<file path="config.mk">
export PLATFORM = sky130hd
export DESIGN_NAME = vga_timing_gen
export DESIGN_NICKNAME = d
export VERILOG_FILES = /design/src/rtl/vga_timing_gen.sv
export SDC_FILE = /design/constraint.sdc
export NUM_CORES = 1
export LEC_CHECK = 0
export BUFFER_PORTS_ARGS = -buffer_cell sky130_fd_sc_hd__buf_2
export CORE_ASPECT_RATIO = 2
export CORE_MARGIN = 10
export CORE_UTILIZATION = 54
export CTS_CLUSTER_DIAMETER = 80
export DETAILED_ROUTE_END_ITERATION = 6
export PLACE_DENSITY_LB_ADDON = 0.2
export SLEW_MARGIN = 5
export SYNTH_ARGS = -nofsm -noshare
export SYNTH_HDL_FRONTEND = slang
export SYNTH_SLANG_ARGS = --single-unit
</file>
<file path="constraint.sdc">
create_clock -name vgaclk -period 2.4 [get_ports vgaclk]
set_input_delay 0.36 -clock vgaclk [delete_from_list [all_inputs] [get_ports vgaclk]]
set_output_delay 0.36 -clock vgaclk [all_outputs]
set_load 0.1 [all_outputs]
</file>
<file path="src/rtl/vga_timing_gen.sv">
// 640x480 VGA timing source: pixel coordinates, syncs, display enable and line/frame strobes.
// Optional completed-frame counter is built only when VGA_FRAME_CNT_EN is defined.
module vga_timing_gen #(
  parameter int H_ACTIVE = 640,
  parameter int H_FP     = 16,
  parameter int H_SYNC   = 96,
  parameter int H_BP     = 48,
  parameter int V_ACTIVE = 480,
  parameter int V_FP     = 10,
  parameter int V_SYNC   = 2,
  parameter int V_BP     = 33,
  parameter int CLK_DIV  = 1
) (
  input  logic        vgaclk,
  input  logic        resetn,
  output logic        pix_en,
  output logic [9:0]  x,
  output logic [9:0]  y,
  output logic        hsync,
  output logic        vsync,
  output logic        active,
  output logic        line_start,
  output logic        frame_start,
  output logic [15:0] frame_count
);

  localparam int H_TOTAL = H_ACTIVE + H_FP + H_SYNC + H_BP;
  localparam int V_TOTAL = V_ACTIVE + V_FP + V_SYNC + V_BP;

  localparam logic [9:0] H_LAST    = 10'(H_TOTAL - 1);
  localparam logic [9:0] V_LAST    = 10'(V_TOTAL - 1);
  localparam logic [9:0] HS_FIRST  = 10'(H_ACTIVE + H_FP);
  localparam logic [9:0] HS_LAST   = 10'(H_ACTIVE + H_FP + H_SYNC - 1);
  localparam logic [9:0] VS_FIRST  = 10'(V_ACTIVE + V_FP);
  localparam logic [9:0] VS_LAST   = 10'(V_ACTIVE + V_FP + V_SYNC - 1);
  localparam logic [9:0] H_ACT_LIM = 10'(H_ACTIVE);
  localparam logic [9:0] V_ACT_LIM = 10'(V_ACTIVE);
  localparam logic [1:0] DIV_LAST  = 2'(CLK_DIV - 1);

  logic [1:0] div_cnt_q, div_cnt_d;
  logic       pix_tick;
  logic       pix_en_q;

  logic [9:0] hcnt_q, hcnt_d;
  logic [9:0] vcnt_q, vcnt_d;

  logic [9:0] x_q, y_q;
  logic       hsync_q, hsync_d;
  logic       vsync_q, vsync_d;
  logic       active_q, active_d;
  logic       line_start_q, line_start_d;
  logic       frame_start_q, frame_start_d;

  // With CLK_DIV=1 the divider sits at zero and every vgaclk is a pixel.
  assign pix_tick  = (div_cnt_q == DIV_LAST);
  assign div_cnt_d = pix_tick ? 2'd0 : div_cnt_q + 2'd1;

  always_comb begin
    hcnt_d = hcnt_q;
    vcnt_d = vcnt_q;
    if (pix_tick) begin
      if (hcnt_q == H_LAST) begin
        hcnt_d = 10'd0;
        vcnt_d = (vcnt_q == V_LAST) ? 10'd0 : vcnt_q + 10'd1;
      end else begin
        hcnt_d = hcnt_q + 10'd1;
      end
    end
  end

  // Decode from the counters so every output describes the same pixel as x/y.
  always_comb begin
    hsync_d       = !((hcnt_q >= HS_FIRST) && (hcnt_q <= HS_LAST));
    vsync_d       = !((vcnt_q >= VS_FIRST) && (vcnt_q <= VS_LAST));
    active_d      = (hcnt_q < H_ACT_LIM) && (vcnt_q < V_ACT_LIM);
    line_start_d  = (hcnt_q == 10'd0);
    frame_start_d = (hcnt_q == 10'd0) && (vcnt_q == 10'd0);
  end

  always_ff @(posedge vgaclk) begin
    if (!resetn) begin
      div_cnt_q     <= 2'd0;
      pix_en_q      <= 1'b0;
      hcnt_q        <= 10'd0;
      vcnt_q        <= 10'd0;
      x_q           <= 10'd0;
      y_q           <= 10'd0;
      hsync_q       <= 1'b1;
      vsync_q       <= 1'b1;
      active_q      <= 1'b0;
      line_start_q  <= 1'b0;
      frame_start_q <= 1'b0;
    end else begin
      div_cnt_q <= div_cnt_d;
      pix_en_q  <= pix_tick;
      hcnt_q    <= hcnt_d;
      vcnt_q    <= vcnt_d;
      if (pix_tick) begin
        x_q           <= hcnt_q;
        y_q           <= vcnt_q;
        hsync_q       <= hsync_d;
        vsync_q       <= vsync_d;
        active_q      <= active_d;
        line_start_q  <= line_start_d;
        frame_start_q <= frame_start_d;
      end
    end
  end

`ifdef VGA_FRAME_CNT_EN
  logic [15:0] frame_cnt_q, frame_cnt_d;
  logic        frame_end;

  assign frame_end   = pix_tick && (hcnt_q == H_LAST) && (vcnt_q == V_LAST);
  assign frame_cnt_d = frame_end ? frame_cnt_q + 16'd1 : frame_cnt_q;

  always_ff @(posedge vgaclk) begin
    if (!resetn) begin
      frame_cnt_q <= 16'd0;
    end else begin
      frame_cnt_q <= frame_cnt_d;
    end
  end

  assign frame_count = frame_cnt_q;
`else
  assign frame_count = 16'd0;
`endif

  assign pix_en      = pix_en_q;
  assign x           = x_q;
  assign y           = y_q;
  assign hsync       = hsync_q;
  assign vsync       = vsync_q;
  assign active      = active_q;
  assign line_start  = line_start_q;
  assign frame_start = frame_start_q;

endmodule

</file>
== After elaboration in Yosys (flattened, before gate mapping) ==
Index checks and enable logic that the tools add are counted.

* Flip-flop bits (word level): 48
* Latch bits: 0
* Bits in writable memories: 0
* Bits in read-only memories: 0
* Logic and storage cells: 36
* Memories kept: 0

* $add $sub $neg: 3
* Multiply operators: 0
* Div/mod/pow operators: 0
* Magnitude comparators: 6
* Equal/unequal tests: 2
* Shifts and indexed selects: 0
* Multiplexer cells: 2
* Bitwise logic cells: 1
* Reductions and logical operators: 11

{| class="wikitable"
|+ Operators by type and width
! operator !! number
|-
| 10-bit by 1-bit adder with 10-bit output (second input constant) || 2
|-
| 10-bit == test (second input constant) || 2
|-
| 10-bit logical NOT || 2
|-
| 10-bit two-way mux || 2
|-
| 10-bit greater-or-equal comparator (second input constant) || 1
|-
| 10-bit by 9-bit greater-or-equal comparator with 1-bit output (second input constant) || 1
|-
| 10-bit less-or-equal comparator (second input constant) || 1
|-
| 10-bit by 9-bit less-or-equal comparator with 1-bit output (second input constant) || 1
|-
| 10-bit less-than comparator (second input constant) || 1
|-
| 10-bit by 9-bit less-than comparator with 1-bit output (second input constant) || 1
|-
| 1-bit logical AND || 4
|-
| 2-bit by 1-bit adder with 2-bit output (second input constant) || 1
|-
| 1-bit logical NOT || 2
|-
| 2-bit logical NOT || 1
|-
| 2-bit AND reduction || 1
|-
| 2-bit OR reduction || 1
|-
| 1-bit NOT || 1
|}

== Logic depth before layout (Yosys ltp) ==
Gate-level depths: netlist of the first run.

* Depth after elaboration: 3
* Gate-level depth with buffers: 7

== Least setup slack after synthesis of the first run ==
Ideal clock, no wire load.

* Path kind: register -> register
* Start point: reg hcnt_q[7]
* End point: reg vcnt_q[9]
* Setup time: 0.072 ns
* Arrival: 2.044 ns
* Setup slack: 0.284 ns
* Cell stages (with the launch flop): 7
* Buffers on the path: 2
* Period minus slack after synthesis: 2.116 ns
* Cells stage by stage: dfxtp_1 -> buf_2 -> or4b_4 -> or4_1 -> buf_2 -> or4_1 -> a21oi_1

* Cells in the longest elaborated chain, start to end: 2

{| class="wikitable"
|+ Ends and longest elaborated chain
! item !! RTL line !! text
|-
| start: declaration || 44 || <nowiki>logic [9:0] hcnt_q, hcnt_d;</nowiki>
|-
| start signal: assignment || 96 || <nowiki>hcnt_q <= hcnt_d;</nowiki>
|-
| 10-bit == test || 62 || <nowiki>if (hcnt_q == H_LAST) begin</nowiki>
|-
| 2-bit AND reduction (no line) || -- ||
|-
| end signal: assignment || 97 || <nowiki>vcnt_q <= vcnt_d;</nowiki>
|-
| end: declaration || 45 || <nowiki>logic [9:0] vcnt_q, vcnt_d;</nowiki>
|}

Every way passes these cells.
A chain may end at the register's enable or synchronous reset.

== Final worst setup path of the first run ==
* Start point: reg hcnt_q[5]
* End point: reg vcnt_q[9]

Same word-level chain as after synthesis.

==> results of run 1 <==
layout make-up:
| cell class | count | area share, % |
|---|---|---|
| sequential | 48 | 38.8 |
| tap | 52 | 2.63 |
| clock buffer | 6 | 2.93 |
| timing repair buffer | 37 | 8.50 |
| multi-input combinational | 169 | 45.5 |
| inverter | 9 | 1.37 |
| clock inverter | 1 | 0.202 |
sequential cells by signal, indices dropped and copies added, names as in the netlist:
name,count
active,1
div_cnt_q,2
frame_start,1
hcnt_q,10
hsync,1
line_start,1
pix_en,1
vcnt_q,10
vsync,1
x,10
y,10
critical path, stage by stage (launching register included):
cell and delay, ps:
dfxtp_1 370, or4b_4 590, or4_1 610, or4_1 450, a21oi_1 150
final timing paths:
path | to | slack, ps | cells after the start
worst min-delay path | pix_en$_SDFF_PN0_ | 390 | 3
worst min register to register | div_cnt_q[0]$_SDFF_PP0_ | 430 | 1
worst max register to register | vcnt_q[9]$_SDFFE_PN0P_ | 180 | 4
worst max-delay path | vcnt_q[9]$_SDFFE_PN0P_ | 180 | 4
metal layers:
metal / wire, um / track usage [%] / up-vias / part of all wire (%)
li1: - / - / 845 / -
met1: 1900 / 14.7 / 791 / 39
met2: 2580 / 24.1 / 45 / 53
met3: 208 / 3.44 / 12 / 4.3
met4: 145 / 7.90 / 0 / 3.0
met5: 0 / 0 / - / 0
cells by family (layout without fill, tap and decap cells):
kind of cell               after synthesis  count (layout)
AOI/OAI and AO/OA                       21              21
xor gates and xnor gates                12              12
DFF                                     48              48
and+or+nand+nor                         93              93
other                                    1              16
muxes                                   21              21
adders and majority gates                6               6
buffers and inverters                   41              53
cells in the mapped netlist, drive strengths merged, types with 2 or more instances:
| cell | number | share of area, % |
|---|---|---|
| dfxtp | 48 | 43 |
| buf | 22 | 6.6 |
| nor2b | 21 | 5.8 |
| mux2i | 20 | 8.9 |
| nor2 | 16 | 2.7 |
| clkbuf | 10 | 1.7 |
| nand2 | 10 | 1.7 |
| inv | 9 | 1.5 |
| nand3 | 9 | 2.0 |
| nand4 | 7 | 1.9 |
| ha | 6 | 3.3 |
| xnor2 | 6 | 2.3 |
| xor2 | 6 | 2.3 |
| o21ai | 5 | 1.1 |
| a21oi | 4 | 0.89 |
| and2 | 4 | 1.1 |
| a21boi | 3 | 1.0 |
| and3 | 3 | 0.83 |
| nor4 | 3 | 0.83 |
| nor4b | 3 | 1.2 |
| or3 | 3 | 0.83 |
| or4 | 3 | 1.0 |
| a22o | 2 | 0.78 |
| nand2b | 2 | 0.56 |
| nand4b | 2 | 0.78 |
| nor3 | 2 | 0.44 |
cells in the final DEF, fill, tap and decap left out, drive strengths merged, types with 2 or more instances in the layout:
| cell type | count |
|---|---|
| inv | 9 |
| dfxtp | 48 |
| or4 | 3 |
| nand3 | 9 |
| nor3 | 2 |
| xnor2 | 6 |
| nand2 | 10 |
| xor2 | 6 |
| ha | 6 |
| or3 | 3 |
| nor2b | 21 |
| nor4b | 3 |
| nor4 | 3 |
| mux2i | 20 |
| conb | 16 |
| a21boi | 3 |
| o21ai | 5 |
| a22o | 2 |
| buf | 37 |
| nand2b | 2 |
| nand4 | 7 |
| nor2 | 16 |
| a21oi | 4 |
| and3 | 3 |
| and2 | 4 |
| clkbuf | 6 |
| nand4b | 2 |
metrics by stage:
| stage | instances | utilization, % |
|---|---|---|
| after CTS | 322 | 61.1 |
| after global placement | 315 | 59.2 |
| after detailed placement | 315 | 59.2 |
| after global routing | 322 | 61.1 |
| after floorplan | 258 | - |
| final | 322 | 61.1 |
power by group through the flow:
| stage | combinational (mW) | clock [mW] | sequential, mW |
|---|---|---|---|
| global route | 0.243 | 0.494 | 0.819 |
| global placement | 0.230 | 0 | 0.835 |
| CTS | 0.232 | 0.463 | 0.817 |
| finish | 0.232 | 0.447 | 0.817 |
| floorplan | 0.168 | 0 | 0.895 |
| detailed placement | 0.232 | 0 | 0.836 |
==> impl_metrics.json, run 1 <==
{
  "cap_violations": 0,
  "layout-area-overhead-vs-synth_pct": 9.89,
  "cts.sink_count": 48,
  "yosys.area_share.simple_pct": 23.7,
  "synthMuxAreaShare_pct": 9.39,
  "num_vias": 1693,
  "drtAntennaViolNets": 0,
  "cts_inserted_buffers": 5,
  "grt_max_degree": 30,
  "drt_pass1_iterations": 4,
  "synth_edf_count": 0,
  "slew_violations": 0,
  "yosysUniqueCellTypes": 43,
  "grt_antenna_before_repair": 0,
  "track_usage_pct": 14.0,
  "p_comb_share_pct": 15.5,
  "dieArea_sq_um": 7310,
  "diodes": 0,
  "power.static_leakage_nw": 1.13,
  "portBuffers": 27,
  "synth_top_family_by_area": "simple AND/OR/NAND/NOR gates",
  "reg2reg_from": "hcnt_q[5]$_SDFFE_PN0P_",
  "p_int_mw": 1.04,
  "synth_cells": 243,
  "power.density_nw_per_um2": 605,
  "root_buffer": "clkbuf_8",
  "multi_input_area_sq_um": 1130,
  "initial_utilization_pct": 55.6,
  "vias_per_cell": 5.26,
  "synth_xor_area_share_pct": 4.67,
  "placementRows": 33,
  "totalPowerFinal_mw": 1.50,
  "cp-start-kind": "flip-flop",
  "ys_async_sr_fraction_pct": 0,
  "cts_resized": 0,
  "dp_hpwl_um": 3670,
  "synthAdderAreaFrac_pct": 3.34,
  "htree_levels": 2,
  "cts.hold.buffers_added": 0,
  "routabilityCongestion": 0.914,
  "num_io_pins": 44,
  "grt_overflow": 0,
  "min_path_type": "in -> reg",
  "crit_fanout": 8,
  "seq_area_sq_um": 961,
  "arrival_ps": 2450,
  "fmax_ghz": 0.450,
  "fin_tns_setup_ps": 0,
  "period_minus_slack_ps": 2220,
  "required_ps": 2630,
  "first_iter_violations": 48,
  "synth_compound_area_share_pct": 6.23,
  "sw_frac_of_total_pct": 30.6,
  "yosys_warnings": 0,
  "die_h_um": 111,
  "status": "finished, final reports clean",
  "synth-main-ff-cell": "dfxtp_1",
  "setup_violations": 0,
  "wl_per_cell_um": 15.0,
  "first_global_vias": 1767,
  "drc": 0,
  "insertion_delay_ps": 290,
  "finalCritPeriodShare_pct": 92.6,
  "dp_worst_setup_slack_ps": 206,
  "whs_ps": 387,
  "place_area_sq_um": 2400,
  "drive_gt1_share_pct": 17.0,
  "crit_type": "reg -> reg",
  "clk_pin_slew_ps": 80,
  "seq_power_share_pct": 54.6,
  "hold_viol": 0,
  "rsz0062_at_grt": "no",
  "fin_ws_ps": 177,
  "cp-startpoint": "hcnt_q[5]$_SDFFE_PN0P_",
  "cts_tree": "yes",
  "power.switching_mw": 0.458,
  "hold_path.startpoint": "resetn",
  "clockBufferDepth": 2,
  "fin_area_sq_um": 2470,
  "totalWireLength_um": 4830,
  "grt_first_pass_wirelength_um": 8280,
  "fin_skew_ps": 5.72,
  "critPathCaptureType": "flip-flop",
  "syn_area_sq_um": 2250,
  "final_nets": 278,
  "synth-seq-area-share_pct": 42.7,
  "clkPwrFrac_pct": 29.9,
  "syn-mean-instance-area_sq_um": 9.26,
  "vdd_drop_max_mv": 0.535,
  "core_sq_um": 4050,
  "fillCellCount": 398,
  "die_w_um": 65.7,
  "ys_seq_elements": 48,
  "postCtsSetupBuffers": 0
}
No activity file was read; power rests on OpenSTA's default activity.
==> run 2, diff against run 1 <==
--- a/config.mk
+++ b/config.mk
@@ -5,12 +5,14 @@
 export SDC_FILE = /design/constraint.sdc
 export NUM_CORES = 1
 export LEC_CHECK = 0
+export ABC_AREA = 1
 export BUFFER_PORTS_ARGS = -buffer_cell sky130_fd_sc_hd__buf_2
 export CORE_ASPECT_RATIO = 2
 export CORE_MARGIN = 10
 export CORE_UTILIZATION = 54
 export CTS_CLUSTER_DIAMETER = 80
 export DETAILED_ROUTE_END_ITERATION = 6
+export HOLD_SLACK_MARGIN = 0.15
 export PLACE_DENSITY_LB_ADDON = 0.2
 export SLEW_MARGIN = 5
 export SYNTH_ARGS = -nofsm -noshare
==> impl_metrics.json, run 2 <==
{
  "fin_ws_ps": 749,
  "cts.hold.buffers_added": 0,
  "dp_worst_setup_slack_ps": 752,
  "yosys_warnings": 0,
  "hold_viol": 0,
  "sw_frac_of_total_pct": 30.0,
  "grt_antenna_before_repair": 0,
  "portBuffers": 27,
  "crit_fanout": 7,
  "fin_skew_ps": 2.24,
  "path_cells": "inv_1 > ha_1 > nand2_2 > nor2_4 > nand3_2 > nand2_2 > nand2_2 > nand2_1 > nor2_2",
  "num_vias": 1909,
  "critical_path.slowest_cell": "ha_1",
  "totalPowerFinal_mw": 1.55,
  "initial_utilization_pct": 56.5,
  "vdd_drop_max_mv": 0.391,
  "core_sq_um": 3880,
  "diodes": 0,
  "finalCritPeriodShare_pct": 68.8,
  "whs_ps": 374,
  "utilization_pct": 62.4,
  "die_w_um": 65.1,
  "critPathCaptureType": "flip-flop",
  "period_minus_slack_ps": 1650,
  "drtAntennaViolNets": 0,
  "cp_slowest_stage_delay_ps": 320,
  "dieArea_sq_um": 7170,
  "synth-seq-area-share_pct": 43.8,
  "placementRows": 32,
  "syn_area_sq_um": 2200,
  "fin_area_sq_um": 2420,
  "synth-main-ff-cell": "dfxtp_1",
  "clk_pin_slew_ps": 80,
  "clockBufferDepth": 2,
  "power.switching_mw": 0.464,
  "yosysUniqueCellTypes": 27,
  "crit_type": "reg -> reg",
  "totalWireLength_um": 5280,
  "fin_cells": 380,
  "final_common_cell": "nand2_1",
  "drc": 0,
  "synth_top_area_share_pct": 43.8,
  "drt_pass1_iterations": 4,
  "cpMostUsedCell": "nand2_2",
  "insertion_delay_ps": 300,
  "power.density_nw_per_um2": 639,
  "grt_max_degree": 22,
  "synth_common_cells": "62 x nand2_1, 48 x dfxtp_1, 35 x nor2_1",
  "seq_power_share_pct": 52.7,
  "required_ps": 2600,
  "arrival_ps": 1850,
  "track_usage_pct": 15.3,
  "grt_first_pass_wirelength_um": 8740,
  "synth_cells": 298,
  "ys_async_sr_fraction_pct": 0,
  "fmax_ghz": 0.606,
  "htree_levels": 2,
  "cp-start-kind": "flip-flop",
  "synth_edf_count": 0,
  "ys_seq_elements": 48,
  "wl_per_cell_um": 13.9,
  "final_nets": 337,
  "min_path_type": "in -> reg",
  "slew_violations": 0,
  "first_global_vias": 1927,
  "cts_inserted_buffers": 5,
  "root_buffer": "clkbuf_8",
  "vias_per_cell": 5.02,
  "fin_tns_setup_ps": 0,
  "syn-mean-instance-area_sq_um": 7.37,
  "first_iter_violations": 70,
  "numPlacedInstances": 373,
  "dp_hpwl_um": 4250,
  "synth_top_area_cell": "dfxtp_1",
  "cap_violations": 0,
  "drive_gt1_share_pct": 15.2,
  "setup_violations": 0,
  "final_cell_mix": "62 x nand2_1, 48 x dfxtp_1, 35 x nor2_1",
  "layout-area-overhead-vs-synth_pct": 10.4,
  "rsz0062_at_grt": "no",
  "postCtsSetupBuffers": 0,
  "die_h_um": 110,
  "grt_overflow": 0,
  "cts_resized": 0,
  "num_io_pins": 44,
  "power.static_leakage_nw": 1.11,
  "yosys-top-cells-area": "dfxtp_1 44%, nand2_1 11%, nor2_1 6.0%, inv_1 5.8%, o21ai_0 5.5%",
  "place_area_sq_um": 2330,
  "p_comb_share_pct": 14.4,
  "p_int_mw": 1.09,
  "clkPwrFrac_pct": 32.8,
  "cts.sink_count": 48,
  "synth_most_common_cell": "nand2_1",
  "cts_tree": "yes",
  "status": "finished, final reports clean",
  "routabilityCongestion": 0.907
}
run 2: changes by cell type in the layout (fill, tap and decap cells not counted), sizes merged, moves of 6 or more:
cell	before	now
nor2	16	38
nor2b	21	0
xnor2	6	0
inv	9	38
buf	37	29
o21ai	5	30
nand3	9	18
mux2i	20	0
nand2	10	66
run 2: kinds of logic after synthesis:
family                   count (synthesis)  share of synthesized area, %
flip-flops                              48                          43.8
adder cells (fa/ha/maj)                  6                          3.42
other                                    1                         0.171
buffers and inverters                   60                          13.1
AND/OR/NAND/NOR                        136                          27.9
XOR/XNOR                                 2                         0.798
AO/OA/AOI/OAI                           45                          10.8
run 2: area by class of cell:
type	count	area, sq um
Fill cell	403	1460
Multi-Input combinational cell	205	1000
Sequential cell	48	961
Timing Repair Buffer	29	150
Inverter	40	150
Clock buffer	7	96.3
Tap cell	51	63.8
run 2: final timing paths:
check / slack [ps] / endpoint / start / depth (start not counted)
min reg2reg: 420 / div_cnt_q[0]$_SDFF_PP0_ / div_cnt_q[0]$_SDFF_PP0_ / 1
min: 370 / vcnt_q[0]$_SDFFE_PN0P_ / resetn / 3
max reg2reg: 750 / vcnt_q[9]$_SDFFE_PN0P_ / div_cnt_q[0]$_SDFF_PP0_ / 9
max: 750 / vcnt_q[9]$_SDFFE_PN0P_ / div_cnt_q[0]$_SDFF_PP0_ / 9
run 2: routing by layer:
| layer | part of all wire, % | global-route usage (%) |
|---|---|---|
| met1 | 36 | 13.8 |
| met3 | 4.7 | 4.15 |
| met4 | 3.4 | 8.77 |
| met5 | 0 | 0 |
| met2 | 56 | 29.5 |
run 2: critical path, delay by kind of cell (launching register included):
kind                       cells  cell delay [ps]
and+or+nand+nor                7              850
adders and majority gates      1              320
buffers and inverters          1               60
DFF                            1              310
run 2: power by group through the flow:
stage	clock network, mW	registers [mW]	logic, mW
finish	0.509	0.817	0.224
global route	0.548	0.818	0.235
CTS	0.525	0.817	0.224
detailed placement	0	0.836	0.224
global placement	0	0.836	0.223
floorplan	0	0.895	0.161
